<file path="config.mk">
export PLATFORM = sky130hd
export DESIGN_NAME = btn_debounce_ctrl
export DESIGN_NICKNAME = d
export VERILOG_FILES = /design/src/rtl/btn_pkg.sv /design/src/rtl/btn_debounce_chan.sv /design/src/rtl/btn_debounce_ctrl.sv
export SDC_FILE = /design/constraint.sdc
export NUM_CORES = 1
export LEC_CHECK = 0
export CAP_MARGIN = 20
export CORE_MARGIN = 4
export CORE_UTILIZATION = 54
export DETAILED_ROUTE_END_ITERATION = 10
export PLACE_DENSITY_LB_ADDON = 0.15
export SYNTH_ARGS = -nofsm -noshare
export SYNTH_HDL_FRONTEND = slang
export SYNTH_SLANG_ARGS = --single-unit
</file>
<file path="constraint.sdc">
create_clock -name clk -period 2.1 [get_ports clk]
set_clock_uncertainty 0.1 [all_clocks]
set_input_delay 0.63 -clock clk [delete_from_list [all_inputs] [get_ports clk]]
set_output_delay 0.63 -clock clk [all_outputs]
set_load 0.05 [all_outputs]
</file>
<file path="src/rtl/btn_pkg.sv">
// Shared types and sizing helpers for the button controller.
// Latency: n/a (compile-time only).
// Backpressure: n/a (no data path).
package btn_pkg;

  // Per-channel debounce/hold FSM states.
  typedef enum logic [2:0] {
    ST_IDLE       = 3'd0,
    ST_PRESS_WAIT = 3'd1,
    ST_PRESSED    = 3'd2,
    ST_LONG       = 3'd3,
    ST_REL_WAIT   = 3'd4
  } btn_fsm_e;

  // Bits needed to hold values 0..value-1; never returns less than 1.
  function automatic int btn_clog2(input int value);
    int w;
    w = 0;
    for (int i = 0; i < 31; i++) begin
      if ((1 << i) < value) w = i + 1;
    end
    return (w < 1) ? 1 : w;
  endfunction

  function automatic int btn_max(input int a, input int b);
    return (a > b) ? a : b;
  endfunction

  // Clock cycles per debounce tick; clamped so the prescaler always exists.
  function automatic int btn_tick_cycles(input int clk_hz, input int tick_us);
    int t;
    t = (clk_hz / 1000000) * tick_us;
    return (t < 1) ? 1 : t;
  endfunction

endpackage

</file>
<file path="src/rtl/btn_debounce_chan.sv">
// One button channel: 2-flop synchroniser, debounce FSM, hold/repeat counters.
// Latency: 2 cycles sync + DEBOUNCE_TICKS ticks to accept; events registered (1 cycle).
// Backpressure: none; events are single-cycle pulses that cannot be stalled.
module btn_debounce_chan
  import btn_pkg::*;
#(
  parameter logic ACTIVE_STATE   = 1'b1,
  parameter int   DEBOUNCE_TICKS = 20,
  parameter int   LONG_TICKS     = 1000,
  parameter int   REPEAT_TICKS   = 200
) (
  input  logic clk,
  input  logic rst_n,
  input  logic tick,
  input  logic btn_raw,
  output logic btn_state,
  output logic press_evt,
  output logic release_evt,
  output logic long_evt,
  output logic repeat_evt,
  output logic release_was_long
);

  localparam int DCNT_W = btn_clog2(DEBOUNCE_TICKS + 1);
  localparam int HCNT_W = btn_clog2(btn_max(LONG_TICKS, REPEAT_TICKS) + 1);
  localparam logic [DCNT_W-1:0] DCNT_LAST = DCNT_W'(DEBOUNCE_TICKS - 1);
  localparam logic [HCNT_W-1:0] LONG_LAST = HCNT_W'(LONG_TICKS - 1);
  // With repeat disabled this value is never compared against.
  localparam logic [HCNT_W-1:0] REP_LAST  = HCNT_W'((REPEAT_TICKS == 0) ? 0 : REPEAT_TICKS - 1);

  logic              sync1_q, sync1_d;
  logic              sync2_q, sync2_d;
  btn_fsm_e          state_q, state_d;
  logic              ret_long_q, ret_long_d;
  logic [DCNT_W-1:0] dcnt_q, dcnt_d;
  logic [HCNT_W-1:0] hcnt_q, hcnt_d;
  logic              level_q, level_d;
  logic              press_q, press_d;
  logic              release_q, release_d;
  logic              long_q, long_d;
  logic              repeat_q, repeat_d;
  logic              rwl_q, rwl_d;
  logic              a;

  // Next-state logic: synchroniser shift, FSM transitions, counters and event pulses.
  always_comb begin
    sync1_d    = btn_raw;
    sync2_d    = sync1_q;
    a          = (sync2_q == ACTIVE_STATE);
    state_d    = state_q;
    ret_long_d = ret_long_q;
    dcnt_d     = dcnt_q;
    hcnt_d     = hcnt_q;
    level_d    = level_q;
    press_d    = 1'b0;
    release_d  = 1'b0;
    long_d     = 1'b0;
    repeat_d   = 1'b0;
    rwl_d      = 1'b0;

    // A change of 'a' always wins over a coincident tick.
    case (state_q)
      ST_IDLE: begin
        if (a) begin
          state_d = ST_PRESS_WAIT;
          dcnt_d  = '0;
        end
      end
      ST_PRESS_WAIT: begin
        if (!a) begin
          state_d = ST_IDLE;
        end else if (tick) begin
          if (dcnt_q == DCNT_LAST) begin
            state_d = ST_PRESSED;
            press_d = 1'b1;
            level_d = 1'b1;
            hcnt_d  = '0;
          end else begin
            dcnt_d = dcnt_q + DCNT_W'(1);
          end
        end
      end
      ST_PRESSED: begin
        if (!a) begin
          state_d    = ST_REL_WAIT;
          dcnt_d     = '0;
          ret_long_d = 1'b0;
        end else if (tick) begin
          if (hcnt_q == LONG_LAST) begin
            state_d = ST_LONG;
            long_d  = 1'b1;
            hcnt_d  = '0;
          end else begin
            hcnt_d = hcnt_q + HCNT_W'(1);
          end
        end
      end
      ST_LONG: begin
        if (!a) begin
          state_d    = ST_REL_WAIT;
          dcnt_d     = '0;
          ret_long_d = 1'b1;
        end else if (tick && (REPEAT_TICKS != 0)) begin
          if (hcnt_q == REP_LAST) begin
            repeat_d = 1'b1;
            hcnt_d   = '0;
          end else begin
            hcnt_d = hcnt_q + HCNT_W'(1);
          end
        end
      end
      ST_REL_WAIT: begin
        // hcnt is left untouched here so a release bounce resumes the hold.
        if (a) begin
          state_d = ret_long_q ? ST_LONG : ST_PRESSED;
        end else if (tick) begin
          if (dcnt_q == DCNT_LAST) begin
            state_d   = ST_IDLE;
            release_d = 1'b1;
            rwl_d     = ret_long_q;
            level_d   = 1'b0;
          end else begin
            dcnt_d = dcnt_q + DCNT_W'(1);
          end
        end
      end
      default: begin
        state_d = ST_IDLE;
      end
    endcase
  end

  // State registers with synchronous active-low reset; sync flops park at the idle level.
  always_ff @(posedge clk) begin
    if (!rst_n) begin
      sync1_q    <= ~ACTIVE_STATE;
      sync2_q    <= ~ACTIVE_STATE;
      state_q    <= ST_IDLE;
      ret_long_q <= 1'b0;
      dcnt_q     <= '0;
      hcnt_q     <= '0;
      level_q    <= 1'b0;
      press_q    <= 1'b0;
      release_q  <= 1'b0;
      long_q     <= 1'b0;
      repeat_q   <= 1'b0;
      rwl_q      <= 1'b0;
    end else begin
      sync1_q    <= sync1_d;
      sync2_q    <= sync2_d;
      state_q    <= state_d;
      ret_long_q <= ret_long_d;
      dcnt_q     <= dcnt_d;
      hcnt_q     <= hcnt_d;
      level_q    <= level_d;
      press_q    <= press_d;
      release_q  <= release_d;
      long_q     <= long_d;
      repeat_q   <= repeat_d;
      rwl_q      <= rwl_d;
    end
  end

  assign btn_state        = level_q;
  assign press_evt        = press_q;
  assign release_evt      = release_q;
  assign long_evt         = long_q;
  assign repeat_evt       = repeat_q;
  assign release_was_long = rwl_q;

endmodule

</file>
<file path="src/rtl/btn_debounce_ctrl.sv">
// Multi-button controller: shared tick prescaler feeding NUM_BTNS debounce channels.
// Latency: 2-cycle sync + DEBOUNCE_TICKS ticks; events are registered 1-cycle pulses.
// Backpressure: none; outputs are free-running pulses and levels.
module btn_debounce_ctrl
  import btn_pkg::*;
#(
  parameter int   NUM_BTNS       = 4,
  parameter logic ACTIVE_STATE   = 1'b1,
  parameter int   CLK_HZ         = 50000000,
  parameter int   TICK_US        = 1000,
  parameter int   DEBOUNCE_TICKS = 20,
  parameter int   LONG_TICKS     = 1000,
  parameter int   REPEAT_TICKS   = 200
) (
  input  logic                clk,
  input  logic                rst_n,
  input  logic [NUM_BTNS-1:0] btn_in,
  output logic [NUM_BTNS-1:0] btn_state,
  output logic [NUM_BTNS-1:0] press_evt,
  output logic [NUM_BTNS-1:0] release_evt,
  output logic [NUM_BTNS-1:0] long_evt,
  output logic [NUM_BTNS-1:0] repeat_evt,
  output logic [NUM_BTNS-1:0] release_was_long
);

  localparam int TICK_CYCLES = btn_tick_cycles(CLK_HZ, TICK_US);
  localparam int PCNT_W      = btn_clog2(TICK_CYCLES);
  localparam logic [PCNT_W-1:0] PCNT_LAST = PCNT_W'(TICK_CYCLES - 1);

  logic [PCNT_W-1:0] pcnt_q, pcnt_d;
  logic              tick_q, tick_d;

  // Prescaler: count 0..TICK_CYCLES-1 and flag the wrap as next cycle's tick.
  always_comb begin
    tick_d = (pcnt_q == PCNT_LAST);
    pcnt_d = tick_d ? '0 : pcnt_q + PCNT_W'(1);
  end

  // Prescaler registers; first tick lands TICK_CYCLES cycles after reset release.
  always_ff @(posedge clk) begin
    if (!rst_n) begin
      pcnt_q <= '0;
      tick_q <= 1'b0;
    end else begin
      pcnt_q <= pcnt_d;
      tick_q <= tick_d;
    end
  end

  for (genvar g = 0; g < NUM_BTNS; g++) begin : g_chan
    btn_debounce_chan #(
      .ACTIVE_STATE  (ACTIVE_STATE),
      .DEBOUNCE_TICKS(DEBOUNCE_TICKS),
      .LONG_TICKS    (LONG_TICKS),
      .REPEAT_TICKS  (REPEAT_TICKS)
    ) u_chan (
      .clk             (clk),
      .rst_n           (rst_n),
      .tick            (tick_q),
      .btn_raw         (btn_in[g]),
      .btn_state       (btn_state[g]),
      .press_evt       (press_evt[g]),
      .release_evt     (release_evt[g]),
      .long_evt        (long_evt[g]),
      .repeat_evt      (repeat_evt[g]),
      .release_was_long(release_was_long[g])
    );
  end

endmodule

</file>
==> metrics.yaml, run 1 <==
max_cap_viol_count: 0
cp.required_ns: 2.32
die_w_um: 120
startpoint_type: "flop"
slew_violations: 0
clock_latency_ns: 0.43
design.core.area_mm2: 0.0122
whs_path_depth: 1
antenna_found_initial: 0
finalNetCount: 851
status: "completed"
ant_nets: 0
gp_congestion: 0.891
cts_tree: "done"
total_power_w: 0.00564
period_needed_ns: 2.04
synth.most_common_cell: "dfxtp_1"
p_per_area_mw_per_mm2: 708
relSlewSlack_pct: 62.9
overflow: 0
r2r-end: "g_chan[0].u_chan.hcnt_q[7]$_SDFFE_PN0P_"
ctsLongestPathBuffers: 2
worst-path-max-fanout: 9
syn_avg_cell_area_um2: 8.49
setup_violations: 0
diodes: 0
max_freq_mhz: 491
timing.final.crit_share_pct: 97.0
grt_pass1_vias: 5620
synth_top_area_share_pct: 36.7
synth.top_cells.by_area: "dfxtp_1, nand2_1, nand3_1"
hold_class: "reg2reg"
vias_per_cell: 6.05
final_layout_size_suffix_gt1_share_pct: 19.8
tns_ns: 0
synthToLayoutAreaGrowth_pct: 16.8
grt_setup_unrepaired: "true"
clk_pin_slew_worst_paths_ns: 0.06
synth_cell_types: 71
rrSetupSlack_ns: 0.06
synth_area_leader_cell: "dfxtp_1"
synthCells: 803
ys.flop_type: "dfxtp_1"
port-buffer-count: 29
cp_slowest_stage_delay_ns: 0.60
ys_top_cells_by_count: "dfxtp_1, nand2_1, nand3_1, nor2_1, a21oi_1"
die_area_mm2: 0.0145
critPathBufInv: 1
hpwl_um: 11000
numClockSinks: 125
timing.final.ws_setup_ns: 0.0621
cp.arrival_ns: 2.26
die_h_um: 120
syn_area_mm2: 0.00682
ys_async_sr_fraction_pct: 0
crit_chain: "or4bb_4 -> a211oi_4 -> buf_6 -> a211oi_1 -> a31o_2"
worstSetupEndpointType: "flop"
crit_family: "compound AO/OA/AOI/OAI gates"
num_rows: 40
vias: 6153
mappedNetlistNets: 818
grt_start_max_net_pins: 27
detail_route.first_pass.iterations: 5
irDropWorstVdd_mv: 0.716
p_leak_nw: 2.64
tightest_slew_ns: 0.549
r2r_cells: 5
ys_ff_latch: 125
drt-total-wl_um: 15600
critPathKind: "reg2reg"
cts_root_buf: "clkbuf_16"
r2r-start: "g_chan[0].u_chan.hcnt_q[6]$_SDFFE_PN0P_"
grt_pass1_wl_um: 26200
grtUsageTotal_pct: 21.8
finish.instance_area_mm2: 0.00797
synth_seq_area_share_pct: 36.7
htree_levels: 4
min-delay-start: "g_chan[0].u_chan.sync1_q$_SDFF_PN0_"
slowest_stage: "or4bb_4"
drcViolationCount: 0
post-place-ws_ns: 0.0188
first_iter_violations: 531
min_to: "g_chan[0].u_chan.a$_SDFF_PN0_"
cts_buffers: 17
synth_edf_count: 0
cts-hold-fix-buffers: 0
io_pins: 30
synth_warnings: 0
wl_per_cell_um: 15.3
start_util_pct: 56.1
placed_cell_area_mm2: 0.00731
hold_viol: 0
-- registers in the layout, indices dropped and copies added, names as in the netlist --
name,flops
g_chan.u_chan.sync1_q,4
g_chan.u_chan.dcnt_q,20
g_chan.u_chan.release_evt,4
g_chan.u_chan.press_evt,4
pcnt_q,16
g_chan.u_chan.repeat_evt,4
g_chan.u_chan.a,4
g_chan.u_chan.release_was_long,4
g_chan.u_chan.ret_long_q,4
tick_q,1
g_chan.u_chan.btn_state,4
g_chan.u_chan.long_evt,4
g_chan.u_chan.state_q,12
g_chan.u_chan.hcnt_q,40
-- what timing repair did --
item / 4_1_cts / 5_1_grt
hold endpoints to repair: 0 / 0
pin swaps: 0 / 2
setup buffers: 0 / 1
resized for setup: 1 / 6
setup endpoints to repair: 1 / 20
gates cloned: 0 / 0
-- worst register-to-register path: cells and delay by family, from the launching register on --
| family | cells | cell delay (ns) |
|---|---|---|
| simple gates | 1 | 0.60 |
| flops | 1 | 0.41 |
| compound gates | 3 | 0.63 |
| buf+inv | 1 | 0.19 |
-- through the flow --
| step | util [%] | hold slack, ns | cells |
|---|---|---|---|
| floorplan | - | 0.312 | 803 |
| global route | 65.5 | 0.357 | 1017 |
| CTS | 65.3 | 0.337 | 1016 |
| global placement | 60.1 | 0.316 | 984 |
| finish | 65.5 | 0.332 | 1017 |
| detailed placement | 60.1 | 0.324 | 984 |
-- area by class of cell --
cell class | count | area (um2)
Clock buffer | 22 | 494
Clock inverter | 10 | 135
Fill cell | 1038 | 4190
Inverter | 15 | 56.3
Multi-Input combinational cell | 586 | 3850
Sequential cell | 125 | 2500
Tap cell | 168 | 210
Timing Repair Buffer | 91 | 719
-- worst max path at each step --
stage / start / end / slack [ns] / cells after the start
global route: g_chan[1].u_chan.a$_SDFF_PN0_ / g_chan[1].u_chan.dcnt_q[2]$_SDFFE_PN0P_ / -0.01 / 4
detailed placement: g_chan[3].u_chan.dcnt_q[0]$_SDFFE_PN0P_ / g_chan[3].u_chan.dcnt_q[2]$_SDFFE_PN0P_ / 0.02 / 5
CTS: tick_q$_SDFF_PN0_ / g_chan[0].u_chan.hcnt_q[1]$_SDFFE_PN0P_ / 0.004 / 5
finish: g_chan[0].u_chan.hcnt_q[6]$_SDFFE_PN0P_ / g_chan[0].u_chan.hcnt_q[7]$_SDFFE_PN0P_ / 0.06 / 5
floorplan: g_chan[3].u_chan.dcnt_q[0]$_SDFFE_PN0P_ / g_chan[3].u_chan.dcnt_q[4]$_SDFFE_PN0P_ / 0.12 / 6
global placement: tick_q$_SDFF_PN0_ / g_chan[0].u_chan.hcnt_q[1]$_SDFFE_PN0P_ / 0.11 / 5
-- kinds of logic after synthesis --
kind of cell | after synthesis | share of synthesized area [%]
xor gates and xnor gates | 18 | 2.31
DFF | 125 | 36.7
buffers and inverters | 92 | 7.16
AOI/OAI and AO/OA | 164 | 17.4
and+or+nand+nor | 386 | 33.5
muxes | 9 | 1.32
adders and majority gates | 9 | 1.65
-- metal layers --
metal,vias up,GRT usage (%),part of all wire (%)
met5,-,0,0
met4,0,8.14,1.8
met3,32,6.31,3.8
met2,123,34.6,47
met1,2930,28.2,47
li1,3068,-,-
-- power breakdown --
group	internal (W)	switching, W	total [W]
combinational	0.0000668	0.0000956	0.000162
sequential	0.00239	0.0000157	0.00241
clock	0.00201	0.00106	0.00307
total	0.00447	0.00117	0.00564
-- placed cells by master (no fill, tap or decap), types with 5 or more instances in the layout --
cell         n
nand3b_1    14
clkbuf_16   17
nand2b_1    12
dfxtp_1    124
nor2b_1     11
nand4bb_1    5
or4_1       13
o21a_1       9
ha_1         8
or2_2        8
nor4_1      19
nor3_1      30
nand4b_1    15
nor3b_1      6
nor2_1      45
o2bb2ai_1    5
nand2_1     68
or3_1       19
clkbuf_8     5
or4b_2       8
xnor2_1     15
and2_1      14
o311ai_0     6
inv_1       15
or3b_2       5
o211ai_1     7
and3_1       6
mux2i_1      9
buf_4       83
a21oi_1     41
nand4_1     15
a31oi_1     20
o21ai_0     19
nand3_1     47
No activity file was read; power rests on OpenSTA's default activity.
==> inputs of run 2 (changes only) <==
Settings changed: REMOVE_ABC_BUFFERS from default to 1.
==> run 2 against run 1 <==
Compared with the run above: fmax up 2.1%; count of clock-buffer cells in the layout up 1; non-clock buffer count up 5; core utilization down 0.53 points; largest power group unchanged; critical path depth unchanged; worst hold slack worse by 0.0021 ns; via count up 0.49%; critical path type unchanged; power down 8.4%; sequential power about the same; combinational power about the same; wire length up 0.29%.
==> metrics.yaml, run 2 (synthesis gave the netlist of run 1 again) <==
status: "completed"
cts_buffers: 17
largest_register_ff_count: 40
tightest_slew_ns: 0.615
placed_cell_area_mm2: 0.00733
multi_input_area_mm2: 0.00387
wl_met1_um: 7170
drcViolationCount: 0
cts_root_buf: "clkbuf_16"
critPathKind: "reg2reg"
cts_setup_buffers: 0
irDropWorstVdd_mv: 0.475
p_clk_share_pct: 50.3
p_per_area_mw_per_mm2: 654
min-delay-start: "g_chan[1].u_chan.sync1_q$_SDFF_PN0_"
r2r-start: "g_chan[0].u_chan.hcnt_q[4]$_SDFFE_PN0P_"
start_util_pct: 56.1
antenna_found_initial: 0
final_layout_size_suffix_gt1_share_pct: 20.7
seq_power_share_pct: 46.6
r2r_cells: 5
vias: 6183
slew_violations: 0
finalNetCount: 856
timing.final.crit_share_pct: 95.1
worstSetupEndpointType: "flop"
hold_viol: 0
dr_wl_met3_um: 628
grt_setup_unrepaired: "false"
synthToLayoutAreaGrowth_pct: 15.9
diodes: 0
io_pins: 30
reg_top3: "g_chan.u_chan.hcnt_q: 40 flops, g_chan.u_chan.dcnt_q: 20 flops, pcnt_q: 16 flops"
cp.required_ns: 2.31
detail_route.first_pass.iterations: 5
internal_power_w: 0.00406
first_iter_violations: 421
cts_resized: 0
ant_nets: 0
hold_class: "reg2reg"
overflow: 0
ff_latch_area_mm2: 0.00251
cts_tree: "done"
clk_pin_slew_worst_paths_ns: 0.05
die_area_mm2: 0.0145
htree_levels: 4
max_cap_viol_count: 0
period_needed_ns: 2.00
design.core.area_mm2: 0.0122
top_layer_used: "met4"
whs_path_depth: 1
worst-path-max-fanout: 8
final_common_cell: "dfxtp_1"
numClockSinks: 125
rrSetupSlack_ns: 0.10
p_switching_w: 0.00111
port-buffer-count: 29
setup_violations: 0
fillCellCount: 1036
r2r-end: "g_chan[0].u_chan.hcnt_q[5]$_SDFFE_PN0P_"
grt_pass1_wl_um: 27200
drt-total-wl_um: 15700
top_register: "g_chan.u_chan.hcnt_q"
min_to: "g_chan[1].u_chan.a$_SDFF_PN0_"
cts-hold-fix-buffers: 0
switching_share_pct: 21.4
relSlewSlack_pct: 58.9
total_power_w: 0.00517
fin_util_pct: 65.0
comb_power_share_pct: 3.1
hpwl_um: 10800
grt_pass1_vias: 5958
vias_per_cell: 6.06
wl_met2_um: 7620
max_freq_mhz: 501
grt_start_max_net_pins: 23
ctsLongestPathBuffers: 2
most-common-layout-cells: "dfxtp_1, buf_4, nand2_1"
grtUsageTotal_pct: 22.6
gp_congestion: 0.848
clock_latency_ns: 0.41
die_w_um: 120
wl_per_cell_um: 15.3
num_rows: 40
startpoint_type: "flop"
die_h_um: 120
cp.arrival_ns: 2.20
p_leak_nw: 2.61
finish.instance_area_mm2: 0.00790
==> run 2: worst max-delay path by stage <==
stage,from,end,slack (ns),cells after the start
final,g_chan[0].u_chan.hcnt_q[4]$_SDFFE_PN0P_,g_chan[0].u_chan.hcnt_q[5]$_SDFFE_PN0P_,0.10,5
after global routing,g_chan[2].u_chan.hcnt_q[5]$_SDFFE_PN0P_,g_chan[2].u_chan.hcnt_q[7]$_SDFFE_PN0P_,0.004,4
after CTS,g_chan[3].u_chan.dcnt_q[0]$_SDFFE_PN0P_,g_chan[3].u_chan.dcnt_q[2]$_SDFFE_PN0P_,0.02,5
after detailed placement,g_chan[3].u_chan.dcnt_q[0]$_SDFFE_PN0P_,g_chan[3].u_chan.dcnt_q[2]$_SDFFE_PN0P_,0.03,5
after global placement,tick_q$_SDFF_PN0_,g_chan[0].u_chan.hcnt_q[1]$_SDFFE_PN0P_,0.07,5
after floorplan,tick_q$_SDFF_PN0_,g_chan[0].u_chan.hcnt_q[1]$_SDFFE_PN0P_,-0.28,4
==> run 2: cell type report <==
cell class | instances | area share [%]
clock buffers | 23 | 6.17
repair buffers | 96 | 9.21
flip-flops and latches | 125 | 31.7
multi-input cells | 586 | 49.0
inverters | 15 | 0.712
well taps | 168 | 2.66
clock inverters | 7 | 0.507
==> run 2: routing by layer <==
| layer | vias to the layer above | track usage (%) |
|---|---|---|
| met3 | 23 | 5.71 |
| li1 | 3076 | - |
| met2 | 128 | 37.3 |
| met4 | 0 | 9.07 |
| met1 | 2956 | 28.3 |
| met5 | - | 0 |
==> run 2: metrics by stage <==
stage               setup TNS, ns  setup slack [ns]  hold slack [ns]  cells
finish                          0             0.104            0.329   1020
global placement                0            0.0744            0.315    990
detailed placement              0            0.0292            0.317    990
CTS                             0            0.0161            0.330   1020
floorplan                   -1.94            -0.281            0.312    726
global route                    0           0.00374            0.335   1020
==> run 2: power by group through the flow <==
stage	combinational [W]	clock, W	sequential (W)
finish	0.000159	0.00260	0.00241
global route	0.000174	0.00278	0.00241
CTS	0.000157	0.00266	0.00241
detailed placement	0.000156	0	0.00246
global placement	0.000153	0	0.00246
floorplan	0.0000683	0	0.00246
==> run 2: worst max-delay path, stage by stage (launching register included) <==
cell and delay, ns:
dfxtp_1 0.36, or4bb_1 0.58, a211oi_4 0.36, buf_4 0.22, o2bb2ai_1 0.08, o21a_1 0.18
==> inputs of run 3 (changes only) <==
--- a/config.mk
+++ b/config.mk
@@ -6,10 +6,9 @@
 export NUM_CORES = 1
 export LEC_CHECK = 0
-export CAP_MARGIN = 20
+export CAP_MARGIN = 10
 export CORE_MARGIN = 4
 export CORE_UTILIZATION = 54
 export DETAILED_ROUTE_END_ITERATION = 10
 export PLACE_DENSITY_LB_ADDON = 0.15
-export REMOVE_ABC_BUFFERS = 1
 export SYNTH_ARGS = -nofsm -noshare
 export SYNTH_HDL_FRONTEND = slang
==> constraint.sdc (replaced) <==
create_clock -name clk -period 2.1 [get_ports clk]
set_clock_uncertainty 0.1 [all_clocks]
set_input_delay 0.63 -clock clk [delete_from_list [all_inputs] [get_ports clk]]
set_output_delay 0.63 -clock clk [all_outputs]
set_load 0.02 [all_outputs]
==> run 3 against run 2 <==
Compared with the run above: wire length shrank 1.2%; global-route usage shrank 0.73 points; critical path type is now reg2out; power grew 9.6%; highest routed layer unchanged; register-to-register slack lost 0.03 ns.
==> metrics.yaml, run 3 (synthesis gave the netlist of run 1 again) <==
placed_cells: 988
hold_class: "reg2reg"
fin_util_pct: 66.2
most-common-layout-cells: "dfxtp_1, nand2_1, buf_4"
slowest_stage: "clkdlybuf4s50_1"
startpoint: "g_chan[2].u_chan.repeat_evt$_SDFF_PN0_"
die_area_mm2: 0.0145
grt_start_max_net_pins: 35
r2r-start: "g_chan[3].u_chan.hcnt_q[0]$_SDFFE_PN0P_"
worst-path-max-fanout: 1
r2r-end: "g_chan[3].u_chan.hcnt_q[9]$_SDFFE_PN0P_"
overflow: 0
critPathCapture: "repeat_evt[2]"
cts-hold-fix-buffers: 0
grtUsageMet2_pct: 35.4
die_w_um: 120
grtUsageTotal_pct: 21.9
critPathBufInv: 1
gp_congestion: 0.844
setup_violations: 0
start_util_pct: 56.1
rrSetupSlack_ns: 0.07
cts_root_buf: "clkbuf_16"
max_freq_mhz: 488
critPathKind: "reg2out"
period_needed_ns: 2.05
cts_setup_buffers: 0
io_pins: 30
tightest_slew_ns: 0.516
p_leak_nw: 2.73
first_iter_violations: 529
final_layout_size_suffix_gt1_share_pct: 17.0
cp.arrival_ns: 1.32
drcViolationCount: 0
cp_slowest_stage_delay_ns: 0.60
diodes: 0
max_cap_viol_count: 0
slew_violations: 0
r2r_cells: 6
clk_pin_slew_worst_paths_ns: 0.06
cts_buffers: 17
crit_family: "buffers and inverters"
drt-total-wl_um: 15500
gr-max-usage-layer: "met2"
detail_route.first_pass.iterations: 5
num_rows: 40
ctsLongestPathBuffers: 2
grtUsageMet3_pct: 5.33
irDropWorstVdd_mv: 0.569
stdcell_count: 1020
cp.required_ns: 1.37
die_h_um: 120
hold_viol: 0
grt_pass1_vias: 5765
wl_per_cell_um: 15.2
startpoint_type: "flop"
relSlewSlack_pct: 65.1
vias_per_cell: 6.04
top_register: "g_chan.u_chan.hcnt_q"
p_per_area_mw_per_mm2: 703
antenna_found_initial: 0
design.core.area_mm2: 0.0122
numClockSinks: 125
synthToLayoutAreaGrowth_pct: 18.1
crit_cells: 1
reg_top3: "g_chan.u_chan.hcnt_q: 40 flops, g_chan.u_chan.dcnt_q: 20 flops, pcnt_q: 16 flops"
final_common_cell: "dfxtp_1"
port-buffer-count: 29
grtUsageMet1_pct: 27.9
hpwl_um: 10700
worstSetupEndpointType: "primary output"
cts_tree: "done"
grt_pass1_wl_um: 26500
htree_levels: 4
clock_latency_ns: 0.42
crit_chain: "clkdlybuf4s50_1"
vias: 6158
fin_worst_hold_slack_ns: 0.331
status: "completed"
finalNetCount: 854
largest_register_ff_count: 40
ant_nets: 0
timing.final.crit_share_pct: 97.7
-- run 3: changes by cell type in the layout (fill, tap and decap cells not counted), moves of 5 or more --
cell             before  now
buf_4                91   62
clkdlybuf4s50_1       4   18
dlygate4sd2_1         0    5
dlymetal6s2s_1        0    5
-- run 3: how the worst min path moves through the flow --
| stage | startpoint | cells past startpoint | slack (ns) | to |
|---|---|---|---|---|
| 5_1_grt | g_chan[2].u_chan.sync1_q$_SDFF_PN0_ | 1 | 0.34 | g_chan[2].u_chan.a$_SDFF_PN0_ |
| 4_1_cts | g_chan[3].u_chan.sync1_q$_SDFF_PN0_ | 1 | 0.33 | g_chan[3].u_chan.a$_SDFF_PN0_ |
| 3_3_place_gp | g_chan[3].u_chan.sync1_q$_SDFF_PN0_ | 1 | 0.32 | g_chan[3].u_chan.a$_SDFF_PN0_ |
| 2_1_floorplan | g_chan[0].u_chan.sync1_q$_SDFF_PN0_ | 1 | 0.31 | g_chan[0].u_chan.a$_SDFF_PN0_ |
| 3_5_place_dp | g_chan[3].u_chan.sync1_q$_SDFF_PN0_ | 1 | 0.32 | g_chan[3].u_chan.a$_SDFF_PN0_ |
| 6_report | g_chan[3].u_chan.sync1_q$_SDFF_PN0_ | 1 | 0.33 | g_chan[3].u_chan.a$_SDFF_PN0_ |
-- run 3: through the flow --
step	setup slack, ns	TNS [ns]	instance area [um2]	total power (W)
floorplan	0.116	0	6820	0.00255
global placement	0.118	0	7400	0.00261
detailed placement	-0.00329	-0.00329	7400	0.00261
CTS	0.0000643	0	8020	0.00571
global route	-0.00543	-0.00543	8060	0.00583
finish	0.0491	0	8060	0.00566
-- run 3: report_power, final --
part	leakage [nW]	switching, W	internal, W
Sequential	1.01	0.0000153	0.00239
Clock	0.314	0.00101	0.00208
Combinational	1.40	0.0000926	0.0000664
-- run 3: repair_timing --
action | 4_1_cts | 5_1_grt
gates resized for setup | 5 | 13
endpoints found under the setup margin | 5 | 19
cloned | 0 | 0
endpoints found under the hold margin | 0 | 0
-- run 3: layout make-up --
cell class	instances	area, um2
inverters	15	56.3
clock buffers	27	533
well taps	168	210
multi-input cells	586	3840
fillers	1008	4110
repair buffers	94	808
flip-flops and latches	125	2500
clock inverters	5	100
-- run 3: routing by layer --
metal	vias up	routed length, um	part of all wire, %
met2	144	7300	47
met5	-	0	0
met3	28	744	4.8
met1	2929	7160	46
li1	3057	-	-
met4	0	265	1.7
